File: src/rtl/dc_motor_pkg.sv
// Shared encodings for the DC motor reversal controller: FSM states and
// SN754410 A2/A1 drive patterns.
package dc_motor_pkg;

  localparam logic [2:0] ST_IDLE  = 3'd0;
  localparam logic [2:0] ST_RAMP  = 3'd1;
  localparam logic [2:0] ST_RUN   = 3'd2;
  localparam logic [2:0] ST_BRAKE = 3'd3;
  localparam logic [2:0] ST_DEAD  = 3'd4;

  localparam logic [1:0] DRV_CW  = 2'b10;
  localparam logic [1:0] DRV_CCW = 2'b01;
  localparam logic [1:0] DRV_OFF = 2'b00;

  function automatic logic [1:0] drv_for_dir(input logic dir);
    return dir ? DRV_CCW : DRV_CW;
  endfunction

endpackage

File: src/rtl/dc_motor_reversal_ctrl_pwm.sv
// Free-running 8-bit PWM counter; pwm_on is high while the count is below level.
module motor_pwm_gen (
  input  logic       clk,
  input  logic       reset_n,
  input  logic [7:0] level,
  output logic       pwm_on
);

  logic [7:0] pwm_cnt_q;
  logic [7:0] pwm_cnt_d;

  assign pwm_cnt_d = pwm_cnt_q + 8'd1;

  always_ff @(posedge clk or negedge reset_n) begin
    if (!reset_n) begin
      pwm_cnt_q <= 8'd0;
    end else begin
      pwm_cnt_q <= pwm_cnt_d;
    end
  end

  assign pwm_on = (pwm_cnt_q < level);

endmodule

File: src/rtl/dc_motor_reversal_ctrl.sv
// Direction/enable sequencer for one SN754410-driven DC motor: every start,
// stop or reversal goes through brake and dead time, starts soft-ramp the duty.
module dc_motor_reversal_ctrl
  import dc_motor_pkg::*;
#(
  parameter int BRAKE_CYCLES = 12000,
  parameter int DEAD_CYCLES  = 1200,
  parameter int RAMP_DIV     = 4700,
  parameter int CNT_W        = 16
) (
  input  logic       clk,
  input  logic       reset_n,
  input  logic       run_req,
  input  logic       dir_req,
  input  logic [7:0] duty,
  output logic [1:0] motor_driver_inputs,
  output logic       motor_enable,
  output logic       busy,
  output logic [2:0] state_o
);

  localparam logic [CNT_W-1:0] BRAKE_LAST = CNT_W'(BRAKE_CYCLES - 1);
  localparam logic [CNT_W-1:0] DEAD_LAST  = CNT_W'(DEAD_CYCLES - 1);
  localparam logic [CNT_W-1:0] RAMP_LAST  = CNT_W'(RAMP_DIV - 1);
  localparam logic [CNT_W-1:0] CNT_ONE    = CNT_W'(1);

  logic [2:0]       state_q, state_d;
  logic             cur_dir_q, cur_dir_d;
  logic [7:0]       level_q, level_d;
  logic [CNT_W-1:0] cnt_q, cnt_d;
  logic             pwm_on;
  logic             stop_req;

  // In RUN, level_q tracks duty so EN stays a function of registered state only.
  motor_pwm_gen u_pwm (
    .clk     (clk),
    .reset_n (reset_n),
    .level   (level_q),
    .pwm_on  (pwm_on)
  );

  assign stop_req = !run_req || (dir_req != cur_dir_q);

  always_comb begin
    state_d   = state_q;
    cur_dir_d = cur_dir_q;
    level_d   = level_q;
    cnt_d     = cnt_q;
    case (state_q)
      ST_IDLE: begin
        if (run_req) begin
          cur_dir_d = dir_req;
          level_d   = 8'd0;
          cnt_d     = '0;
          state_d   = ST_RAMP;
        end
      end
      ST_RAMP: begin
        if (stop_req) begin
          cnt_d   = '0;
          state_d = ST_BRAKE;
        end else if (level_q >= duty) begin
          level_d = duty;
          cnt_d   = '0;
          state_d = ST_RUN;
        end else if (cnt_q == RAMP_LAST) begin
          cnt_d = '0;
          if (level_q != 8'hFF) begin
            level_d = level_q + 8'd1;
          end
        end else begin
          cnt_d = cnt_q + CNT_ONE;
        end
      end
      ST_RUN: begin
        if (stop_req) begin
          cnt_d   = '0;
          state_d = ST_BRAKE;
        end else begin
          level_d = duty;
        end
      end
      ST_BRAKE: begin
        if (cnt_q == BRAKE_LAST) begin
          cnt_d   = '0;
          state_d = ST_DEAD;
        end else begin
          cnt_d = cnt_q + CNT_ONE;
        end
      end
      ST_DEAD: begin
        if (cnt_q == DEAD_LAST) begin
          cnt_d = '0;
          if (run_req) begin
            cur_dir_d = dir_req;
            level_d   = 8'd0;
            state_d   = ST_RAMP;
          end else begin
            state_d = ST_IDLE;
          end
        end else begin
          cnt_d = cnt_q + CNT_ONE;
        end
      end
      default: begin
        state_d = ST_IDLE;
        level_d = 8'd0;
        cnt_d   = '0;
      end
    endcase
  end

  always_ff @(posedge clk or negedge reset_n) begin
    if (!reset_n) begin
      state_q   <= ST_IDLE;
      cur_dir_q <= 1'b0;
      level_q   <= 8'd0;
      cnt_q     <= '0;
    end else begin
      state_q   <= state_d;
      cur_dir_q <= cur_dir_d;
      level_q   <= level_d;
      cnt_q     <= cnt_d;
    end
  end

  always_comb begin
    motor_driver_inputs = DRV_OFF;
    motor_enable        = 1'b0;
    busy                = 1'b0;
    case (state_q)
      ST_RAMP: begin
        motor_driver_inputs = drv_for_dir(cur_dir_q);
        motor_enable        = pwm_on;
        busy                = 1'b1;
      end
      ST_RUN: begin
        motor_driver_inputs = drv_for_dir(cur_dir_q);
        motor_enable        = pwm_on;
      end
      ST_BRAKE: begin
        motor_enable = 1'b1;
        busy         = 1'b1;
      end
      ST_DEAD: begin
        busy = 1'b1;
      end
      default: begin
        motor_driver_inputs = DRV_OFF;
      end
    endcase
  end

  assign state_o = state_q;

endmodule

File: config.mk
export PLATFORM = sky130hd
export DESIGN_NAME = dc_motor_reversal_ctrl
export DESIGN_NICKNAME = d
export VERILOG_FILES = /design/src/rtl/dc_motor_pkg.sv /design/src/rtl/dc_motor_reversal_ctrl_pwm.sv /design/src/rtl/dc_motor_reversal_ctrl.sv
export SDC_FILE = /design/constraint.sdc
export NUM_CORES = 1
export LEC_CHECK = 0
export ABC_CLOCK_PERIOD_IN_PS = 2100
export CAP_MARGIN = 15
export CORE_UTILIZATION = 35
export CTS_BUF_LIST = sky130_fd_sc_hd__clkbuf_4 sky130_fd_sc_hd__clkbuf_8
export CTS_CLUSTER_DIAMETER = 150
export CTS_CLUSTER_SIZE = 24
export DETAILED_ROUTE_END_ITERATION = 16
export HOLD_SLACK_MARGIN = 0.06
export SYNTH_ARGS = -nofsm -noshare
export SYNTH_HDL_FRONTEND = slang
export SYNTH_HIERARCHICAL = 1
export SYNTH_SLANG_ARGS = --single-unit
File: constraint.sdc
create_clock -name clk -period 2.1 [get_ports clk]
set_input_delay 0.42 -clock clk [delete_from_list [all_inputs] [get_ports clk]]
set_output_delay 0.42 -clock clk [all_outputs]
set_load 0.005 [all_outputs]
Word level (Yosys, flattened, before mapping)
Index checks and enable logic that the tools add are counted.
- input bits: 12
- memory bits (read-only): 0
- output and inout port bits: 7
- latch bits: 0
- RAM bits: 0
- register bits after elaboration: 36
- memories kept: 0
- divide/modulo/power cells: 0
- magnitude comparators: 2
- shift operators: 0
- reduce and logical (&&, ||, !) cells: 10
- bitwise gates (word level): 1
- eq/ne operators: 18
- add/sub/neg operators: 3
- $mul: 0
- multiplexer cells: 31
- operators by type and width (cell ; count):
    2-to-1 mux 16 bit ; 7
    case mux 16 bit (5 select lines) ; 1
    2-to-1 mux 8 bit ; 7
    case mux 8 bit (5 select lines) ; 1
    2-to-1 mux 3 bit ; 6
    adder 16 x 1 -> 16 bit (second input constant) ; 1
    adder 8 x 1 -> 8 bit (second input constant) ; 2
    == test 16 x 11 -> 1 bit (second input constant) ; 1
    == test 16 x 13 -> 1 bit (second input constant) ; 1
    == test 16 x 14 -> 1 bit (second input constant) ; 1
    case mux 3 bit (5 select lines) ; 1
    inequality test 2 bit (second input constant) ; 6
    inequality test 3 bit (second input constant) ; 3
    greater-or-equal comparator 8 bit ; 1
    < comparator 8 bit ; 1
    inequality test 8 bit (second input constant) ; 1
    == test 3 x 2 -> 1 bit (second input constant) ; 2
    AND reduction 6 bit ; 1
    AND reduction 5 bit ; 1
    2-to-1 mux 1 bit ; 4
    2-to-1 mux 2 bit ; 2
    case mux 1 bit (2 select lines) ; 2
    AND reduction 2 bit ; 2
    == test 3 x 1 -> 1 bit (second input constant) ; 1
    9 further kinds ; 9

Depth between registers and ports, before layout
- word-level depth: 6
- depth in mapped cells: 9
- mapped depth without buffers: 8

By module
Netlist, hierarchy kept.
- by module, submodules not included (module ; cells an instance ; instances ; area an instance (um^2) ; seq. area each (um^2)):
    dc_motor_reversal_ctrl ; 245 ; 1 ; 2148.3 ; 700.7
    motor_pwm_gen ; 51 ; 1 ; 494.2 ; 200.2

Least setup slack after synthesis
No wires, ideal clock.
- path kind: input to register
- start point: in duty[1]
- end point: reg level_q[1]
- library setup time: 0.125 ns
- data required time: 1.975 ns
- stages on the path: 7
- buffers on the path: 0
- arrival time: 2.098 ns
- slack: -0.123 ns
- cell sequence: inv_1 -> ha_1 -> or4_4 -> a21oi_4 -> o311ai_4 -> o211a_4 -> mux2_4
- longest elaborated chain between the ends: 4
- elaborated cells on any way between the ends: 8
- those cells by class: order compare: 1; eq/ne: 2; mux: 4; reduce/logical: 1
- ends and longest elaborated chain (item ; line ; source):
    start: declaration ; dc_motor_reversal_ctrl.sv:15 ; input logic [7:0] duty,
    greater-or-equal comparator 8 bit ; dc_motor_reversal_ctrl.sv:62 ; end else if (level_q >= duty) begin
    2-to-1 mux 8 bit ; dc_motor_reversal_ctrl.sv:62 ;
    2-to-1 mux 8 bit ; dc_motor_reversal_ctrl.sv:59 ; if (stop_req) begin
    case mux 8 bit (5 select lines) ; dc_motor_reversal_ctrl.sv:49 ; case (state_q)
    end signal: assignment ; dc_motor_reversal_ctrl.sv:122 ; level_q <= level_d;
    end: declaration ; dc_motor_reversal_ctrl.sv:29 ; logic [7:0] level_q, level_d;
Parallel ways exist; a longest one is shown, timed or not. The select of a mux whose other input is x is not followed.
A chain may end at the register's enable or synchronous reset.

Worst setup path after layout
- start point: reg level_q[1]
- end point: reg level_q[1]
- longest elaborated chain between the ends: 6
- elaborated cells on any way between the ends: 13
- those cells by class: add/sub: 1; order compare: 1; eq/ne: 3; mux: 7; reduce/logical: 1
- ends and longest elaborated chain (item ; line ; source):
    adder 8 x 1 -> 8 bit ; dc_motor_reversal_ctrl.sv:69 ; level_d = level_q + 8'd1;
    2-to-1 mux 8 bit ; dc_motor_reversal_ctrl.sv:68 ; if (level_q != 8'hFF) begin
    2-to-1 mux 8 bit ; dc_motor_reversal_ctrl.sv:66 ; end else if (cnt_q == RAMP_LAST) begin
    2-to-1 mux 8 bit ; dc_motor_reversal_ctrl.sv:62 ;
    2-to-1 mux 8 bit ; dc_motor_reversal_ctrl.sv:59 ;
    case mux 8 bit (5 select lines) ; dc_motor_reversal_ctrl.sv:49 ;
Parallel ways exist; a longest one is shown, timed or not. The select of a mux whose other input is x is not followed.

==> flow_metrics.env <==
export IMPL_cap_violations=0
export IMPL_yosysMostFrequentCell="dfrtp_1"
export IMPL_multi_input_area_um2=1880
export IMPL_cp_num_buf_inv=2
export IMPL_grt_max_degree=20
export IMPL_insertion_delay_ns=0.29
export IMPL_start_util_pct=36.2
export IMPL_sw_frac_of_total_pct=40.7
export IMPL_io_pins=19
export IMPL_via_per_inst=5.33
export IMPL_final_seq_area_um2=903
export IMPL_hold_slack_ns=0.0670
export IMPL_cts_buffers_inserted=5
export IMPL_core_region_area_um2=7290
export IMPL_power_internal_w=0.00273
export IMPL_cts_tree="built"
export IMPL_worst_path_max_fanout=6
export IMPL_fin_crit_ns=2.33
export IMPL_vias=2598
export IMPL_critPathLaunchType="flop"
export IMPL_synth_edf_count=0
export IMPL_track_usage_pct=18.8
export IMPL_worst_clock_skew_ns=0.0110
export IMPL_cpMaxStageDelayCell="or4_4"
export IMPL_port_buffer_count=18
export IMPL_netlist_area_leader_share_pct=34.1
export IMPL_hold_buffers=0
export IMPL_cp_end_kind="flop"
export IMPL_crit_arrival_ns=2.52
export IMPL_dp_slack_ns=-0.665
export IMPL_route_detailed_drc=0
export IMPL_switchingPower_w=0.00187
export IMPL_num_fill_cells=680
export IMPL_yosys_area_top_type="dfrtp_1"
export IMPL_diodes=0
export IMPL_use_met3_pct=2.86
export IMPL_finalSetupViolCount=28
export IMPL_maxSlewHeadroom_pct=69.3
export IMPL_synth_main_ff_cell="dfrtp_1"
export IMPL_syn_num_nets=326
export IMPL_synth_avg_cell_area_um2=8.93
export IMPL_numClockSinks=36
export IMPL_tightestPinTransition_ns=0.461
export IMPL_fin_nets=417
export IMPL_ys_ff_latch=36
export IMPL_yosysWarnings=6
export IMPL_max_stage_delay_ns=0.51
export IMPL_use_met1_pct=25.7
export IMPL_critical_path_top_delay_family="compound AO/OA/AOI/OAI gates"
export IMPL_syn2layout_area_growth_pct=47.9
export IMPL_power_density_cell_area_nw_per_um2=1180
export IMPL_violations="negative setup slack"
export IMPL_die_h_um=88.9
export IMPL_synthTopCellsByArea="dfrtp_1 34%, ha_1 8.5%, a21oi_1 4.4%, nand2_1 4.3%, nand3_1 3.4%"
export IMPL_worstSetupPathType="flop to flop"
export IMPL_ys_types=61
export IMPL_max_freq_ghz=0.429
export IMPL_syn_area_um2=2640
export IMPL_grt_busiest_layer="met2"
export IMPL_hpwl_mm=5.03
export IMPL_drive_above_1_share_pct=38.4
export IMPL_crit_top_cell="buf_6"
export IMPL_power_w=0.00460
export IMPL_drt_iter0_markers=118
export IMPL_peakVddDrop_uv=749
export IMPL_finalWirelength_mm=7.09
export IMPL_ctsHtreeMaxLevel=2
export IMPL_clockBufferDepth=2
export IMPL_leakagePower_nw=1.79
export IMPL_async_flop_share_pct=100
export IMPL_seqPwrFrac_pct=20.2
export IMPL_fin_crit_sh_pct=111
export IMPL_ys_seq_area_share_pct=34.1
export IMPL_ant_nets=0
export IMPL_die_area_um2=7900
export IMPL_grt_overflow_total=0
export IMPL_cp_required_ns=2.29
export IMPL_root_buffer="clkbuf_8"
export IMPL_wl_per_cell_um=14.6
export IMPL_antenna_found_initial=0
export IMPL_min_path_type="input port to asynchronous set/reset pin"
export IMPL_grt_pass1_vias=2344
export IMPL_netlist_instances=296
export IMPL_status="finished with violations"
export IMPL_finalWeightedCongestion=0.850
export IMPL_pwr_share_clk_pct=13.7
export IMPL_num_rows=31
export IMPL_path_cells="buf_6, ha_4, or4_4, a21oi_4, buf_6, o311ai_4, o211a_4, mux2_4"
export IMPL_die_x_um=88.9
export IMPL_grt_pass1_wl_mm=11.5
export IMPL_clk_pin_slew_ns=0.09
export IMPL_p_comb_share_pct=66.1
export IMPL_yosys_top_cells_count="36 x dfrtp_1, 30 x nand2_1, 23 x a21oi_1, 21 x inv_1"
export IMPL_use_met2_pct=31.3
export IMPL_rsz0062_at_grt="true"
export IMPL_hold_viol=0
export IMPL_dr_pass1_iters=4
export IMPL_slew_violations=0
export IMPL_setup_ws_ns=-0.232
==> worst register-to-register path: stages (launching register included) <==
cell and delay [ns]:
dfrtp_1 0.43, buf_6 0.14, ha_4 0.14, or4_4 0.51
a21oi_4 0.17, buf_6 0.13, o311ai_4 0.10, o211a_4 0.29
mux2_4 0.30
==> per-layer routing <==
layer  routed length, um  vias to the layer above
met4                  78                        0
li1                    -                     1280
met1                3340                     1268
met5                   0                        -
met2                3440                       44
met3                 235                        6
==> state kept, by name, indices dropped and copies added, names as in the netlist <==
name / cells
state_o: 3
cur_dir_q: 1
cnt_q: 16
u_pwm/pwm_cnt_q: 8
level_q: 8
==> logic make-up after synthesis <==
logic type,count (synthesis),synth area share [%]
AND/OR/NAND/NOR,113,23.7
AO/OA/AOI/OAI,87,24.5
flip-flops,36,34.1
buffers and inverters,29,4.55
adder cells (fa/ha/maj),18,8.52
XOR/XNOR,10,3.31
multiplexers,3,1.37
==> power groups by stage <==
stage / Combinational [W] / Clock (W) / Sequential [W]
2_1_floorplan: 0.00136 / 0 / 0.000947
3_3_place_gp: 0.00227 / 0 / 0.000943
3_5_place_dp: 0.00229 / 0 / 0.000944
4_1_cts: 0.00288 / 0.000648 / 0.000921
5_1_grt: 0.00329 / 0.000676 / 0.000944
6_report: 0.00304 / 0.000630 / 0.000927
==> path summary, 6_finish.rpt <==
kind | from | endpoint | slack [ns] | depth (start not counted)
max reg2reg | level_q[1] | level_q[1] | -0.23 | 8
max in group asynchronous | reset_n | cnt_q[4] | 1.51 | 2
min reg2reg | u_pwm/pwm_cnt_q[0] | u_pwm/pwm_cnt_q[0] | 0.55 | 2
min | reset_n | level_q[1] | 0.07 | 1
min in group clk | duty[3] | level_q[3] | 0.54 | 3
max | level_q[1] | level_q[1] | -0.23 | 8
==> placed cells by master (no fill, tap or decap), drive strengths merged, types with 4 or more instances in the layout <==
cell | Yosys | final
ha | 18 | 18
a21oi | 25 | 25
nand2 | 31 | 31
and3 | 9 | 9
dfrtp | 36 | 36
nand3b | 6 | 6
clkbuf | 5 | 6
clkdlybuf4s50 | 0 | 8
and2 | 4 | 4
dlygate4sd2 | 0 | 5
nand3 | 19 | 19
o211ai | 4 | 4
xor2 | 6 | 6
xnor2 | 4 | 4
nor2 | 18 | 18
o21ai | 14 | 14
a21o | 4 | 4
nor3 | 5 | 5
buf | 2 | 74
a31oi | 14 | 14
inv | 22 | 22
==> cell type report <==
cell class	instances	area share [%]
flip-flops and latches	36	23.1
repair buffers	91	20.4
clock buffers	5	1.76
well taps	99	3.17
clock inverters	3	1.09
inverters	22	2.30
multi-input cells	231	48.2
==> timing repair <==
action,4_1_cts,5_1_grt
endpoints found under the hold margin,0,0
pin swaps,13,23
gates cloned,2,1
endpoints found under the setup margin,31,30
gates resized for setup,40,36
buffers inserted,13,3
==> through the flow <==
| stage | TNS, ns | instance area [um^2] | util, % | cells |
|---|---|---|---|---|
| 5_1_grt | -6.02 | 3910 | 53.6 | 487 |
| 6_report | -4.18 | 3910 | 53.6 | 487 |
| 4_1_cts | -4.37 | 3800 | 52.1 | 487 |
| 3_5_place_dp | -15.53 | 3380 | 46.3 | 464 |
| 2_1_floorplan | -0.0737 | 2670 | - | 296 |
| 3_3_place_gp | -14.50 | 3380 | 46.3 | 464 |
Power figures use the tool's default switching activity.
==> RTL edit, RTL diff (same flow settings) <==
Set the parameter `CNT_W` to 14 (it was 16).
--- a/src/rtl/dc_motor_reversal_ctrl.sv
+++ b/src/rtl/dc_motor_reversal_ctrl.sv
@@ -8,3 +8,3 @@
   parameter int RAMP_DIV     = 4700,
-  parameter int CNT_W        = 16
+  parameter int CNT_W        = 14
 ) (
Formal check against the unedited RTL: no difference found for any inputs over 10 cycles, from zero or initial values and one cycle with reset_n low; that may be too few to reach the edited logic, so the function may still have changed.
==> RTL edit against the original RTL <==
The flow still finishes with violations (setup timing); fmax grew 0.23%; wire length grew 21%; area after synthesis shrank 3.5%; worst setup slack gained 5.3 ps; cell area grew 8.5%; hold slack gained 480 ps; cell count grew 3.7%; clock power shrank 16%; total power shrank 31%; via count grew 6.8%; critical path depth shrank 2; sequential cell count shrank 2; largest cell class unchanged; highest routed layer unchanged.
==> RTL edit: results (changes against the original RTL) <==
.. list-table::
   :header-rows: 1

   * - Metric
     - Value
   * - Net count reported at finish
     - 438 (was 417)
   * - Final-layout worst hold slack
     - 543.3 ps (was 66.98 ps)
   * - Cell family with most CP delay
     - simple AND/OR/NAND/NOR gates (was compound AO/OA/AOI/OAI gates)
   * - Final HPWL DP
     - 5300 um (was 5031 um)
   * - GRT Total Usage
     - 0.2274 (was 0.1883)
   * - Number of distinct library cells after synthesis
     - 63 (was 61)
   * - Number of global-route vias before repair
     - 2790 (was 2344)
   * - Detailed-route vias per instance
     - 5.493 (was 5.335)
   * - Global placement routability congestion
     - 0.8571 (was 0.8499)
   * - Total setup violations reported at the end of the flow
     - 25 (was 28)
   * - Origin of the worst setup path
     - cnt_q[7]$_DFFE_PN0P_ (was level_q[1]$_DFFE_PN0P_)
   * - Failing checks
     - setup timing (unchanged)
   * - Registers with the most flip-flops
     - cnt_q (14), level_q (8), u_pwm/pwm_cnt_q (8) (was cnt_q (16), level_q (8), u_pwm/pwm_cnt_q (8))
   * - Met1 demand-to-capacity share in global routing
     - 0.2768 (was 0.2570)
   * - Result of the run
     - complete, but fails checks (unchanged)
   * - Setup ws final
     - -226.4 ps (was -231.7 ps)
   * - Post-placement worst setup slack
     - -887.8 ps (was -665.2 ps)
   * - Cell type of the slowest stage on the worst timing path
     - or4b_4 (was or4_4)
   * - Transition time at the pin with the least slew margin
     - 483.6 ps (was 461.2 ps)
   * - R2r endpoint
     - cnt_q[0]$_DFFE_PN0P_ (was level_q[1]$_DFFE_PN0P_)
   * - IR Drop Worst-Case VDD
     - 0.0004142 V (was 0.0007487 V)
   * - Largest net degree at the start of global routing
     - 35 (was 20)
   * - Static leakage
     - 1.876 nW (was 1.787 nW)
   * - Leading post-synthesis cells by cell area
     - dfrtp_1 (33%), ha_1 (8.8%), inv_1 (3.8%) (was dfrtp_1 (34%), ha_1 (8.5%), a21oi_1 (4.4%))
   * - Critical path's largest stage delay
     - 540 ps (was 510 ps)
   * - Met2 track utilization from global routing
     - 0.4027 (was 0.3133)
   * - Final Skew
     - 6.107 ps (was 11.05 ps)
   * - Share of post-route cells with drive strength above 1
     - 0.4768 (was 0.3840)
   * - Met3 Track Usage GR
     - 0.03886 (was 0.02862)
   * - Worst-path fanout max
     - 5 (was 6)
-- RTL edit: changes by cell type after synthesis, sizes merged, moves of 6 or more --
cell   before  now
a31oi      14    2
a21oi      25   16
nand2      31   22
nand4       1    8
nor2       18   12
-- RTL edit: area by class of cell --
cell class / count / area, um2 / share of cell area
Multi-Input combinational cell: 222 / 2096 / 0.4941
Timing Repair Buffer: 119 / 978.4 / 0.2307
Sequential cell: 34 / 854.6 / 0.2015
Tap cell: 96 / 120.1 / 0.02832
Inverter: 26 / 97.59 / 0.02301
Clock buffer: 7 / 90.09 / 0.02124
Clock inverter: 1 / 5.005 / 0.001180
-- RTL edit: cell families (layout without fill, tap and decap cells) --
group	count (synthesis)	in the layout	share of synthesized area
and+or+nand+nor	107	107	0.2473
muxes	4	4	0.01717
buffers and inverters	35	153	0.05250
adders and majority gates	18	18	0.08832
xor gates and xnor gates	7	7	0.02404
AOI/OAI and AO/OA	86	86	0.2370
DFF	34	34	0.3337
-- RTL edit: stage by stage --
stage | cell area [um2] | std cells
global route | 4242 | 505
floorplan | 2609 | 291
global placement | 3410 | 468
detailed placement | 3410 | 468
finish | 4242 | 505
CTS | 3985 | 490
-- RTL edit: repair_timing --
action                     in CTS  in global routing
cloned                          1                  0
setup endpoints to repair      29                 28
hold endpoints to repair        0                  0
resized for setup              90                 24
hold buffers                    0                  0
pin swaps                      32                 24
buffers inserted               13                 16
-- RTL edit: power groups by stage --
| stage | clock (mW) | combinational (mW) | sequential [mW] |
|---|---|---|---|
| floorplan | 0 | 0.646 | 0.818 |
| global placement | 0 | 1.23 | 0.813 |
| detailed placement | 0 | 1.25 | 0.817 |
| CTS | 0.546 | 1.55 | 0.810 |
| global route | 0.570 | 1.99 | 0.812 |
| finish | 0.528 | 1.84 | 0.804 |
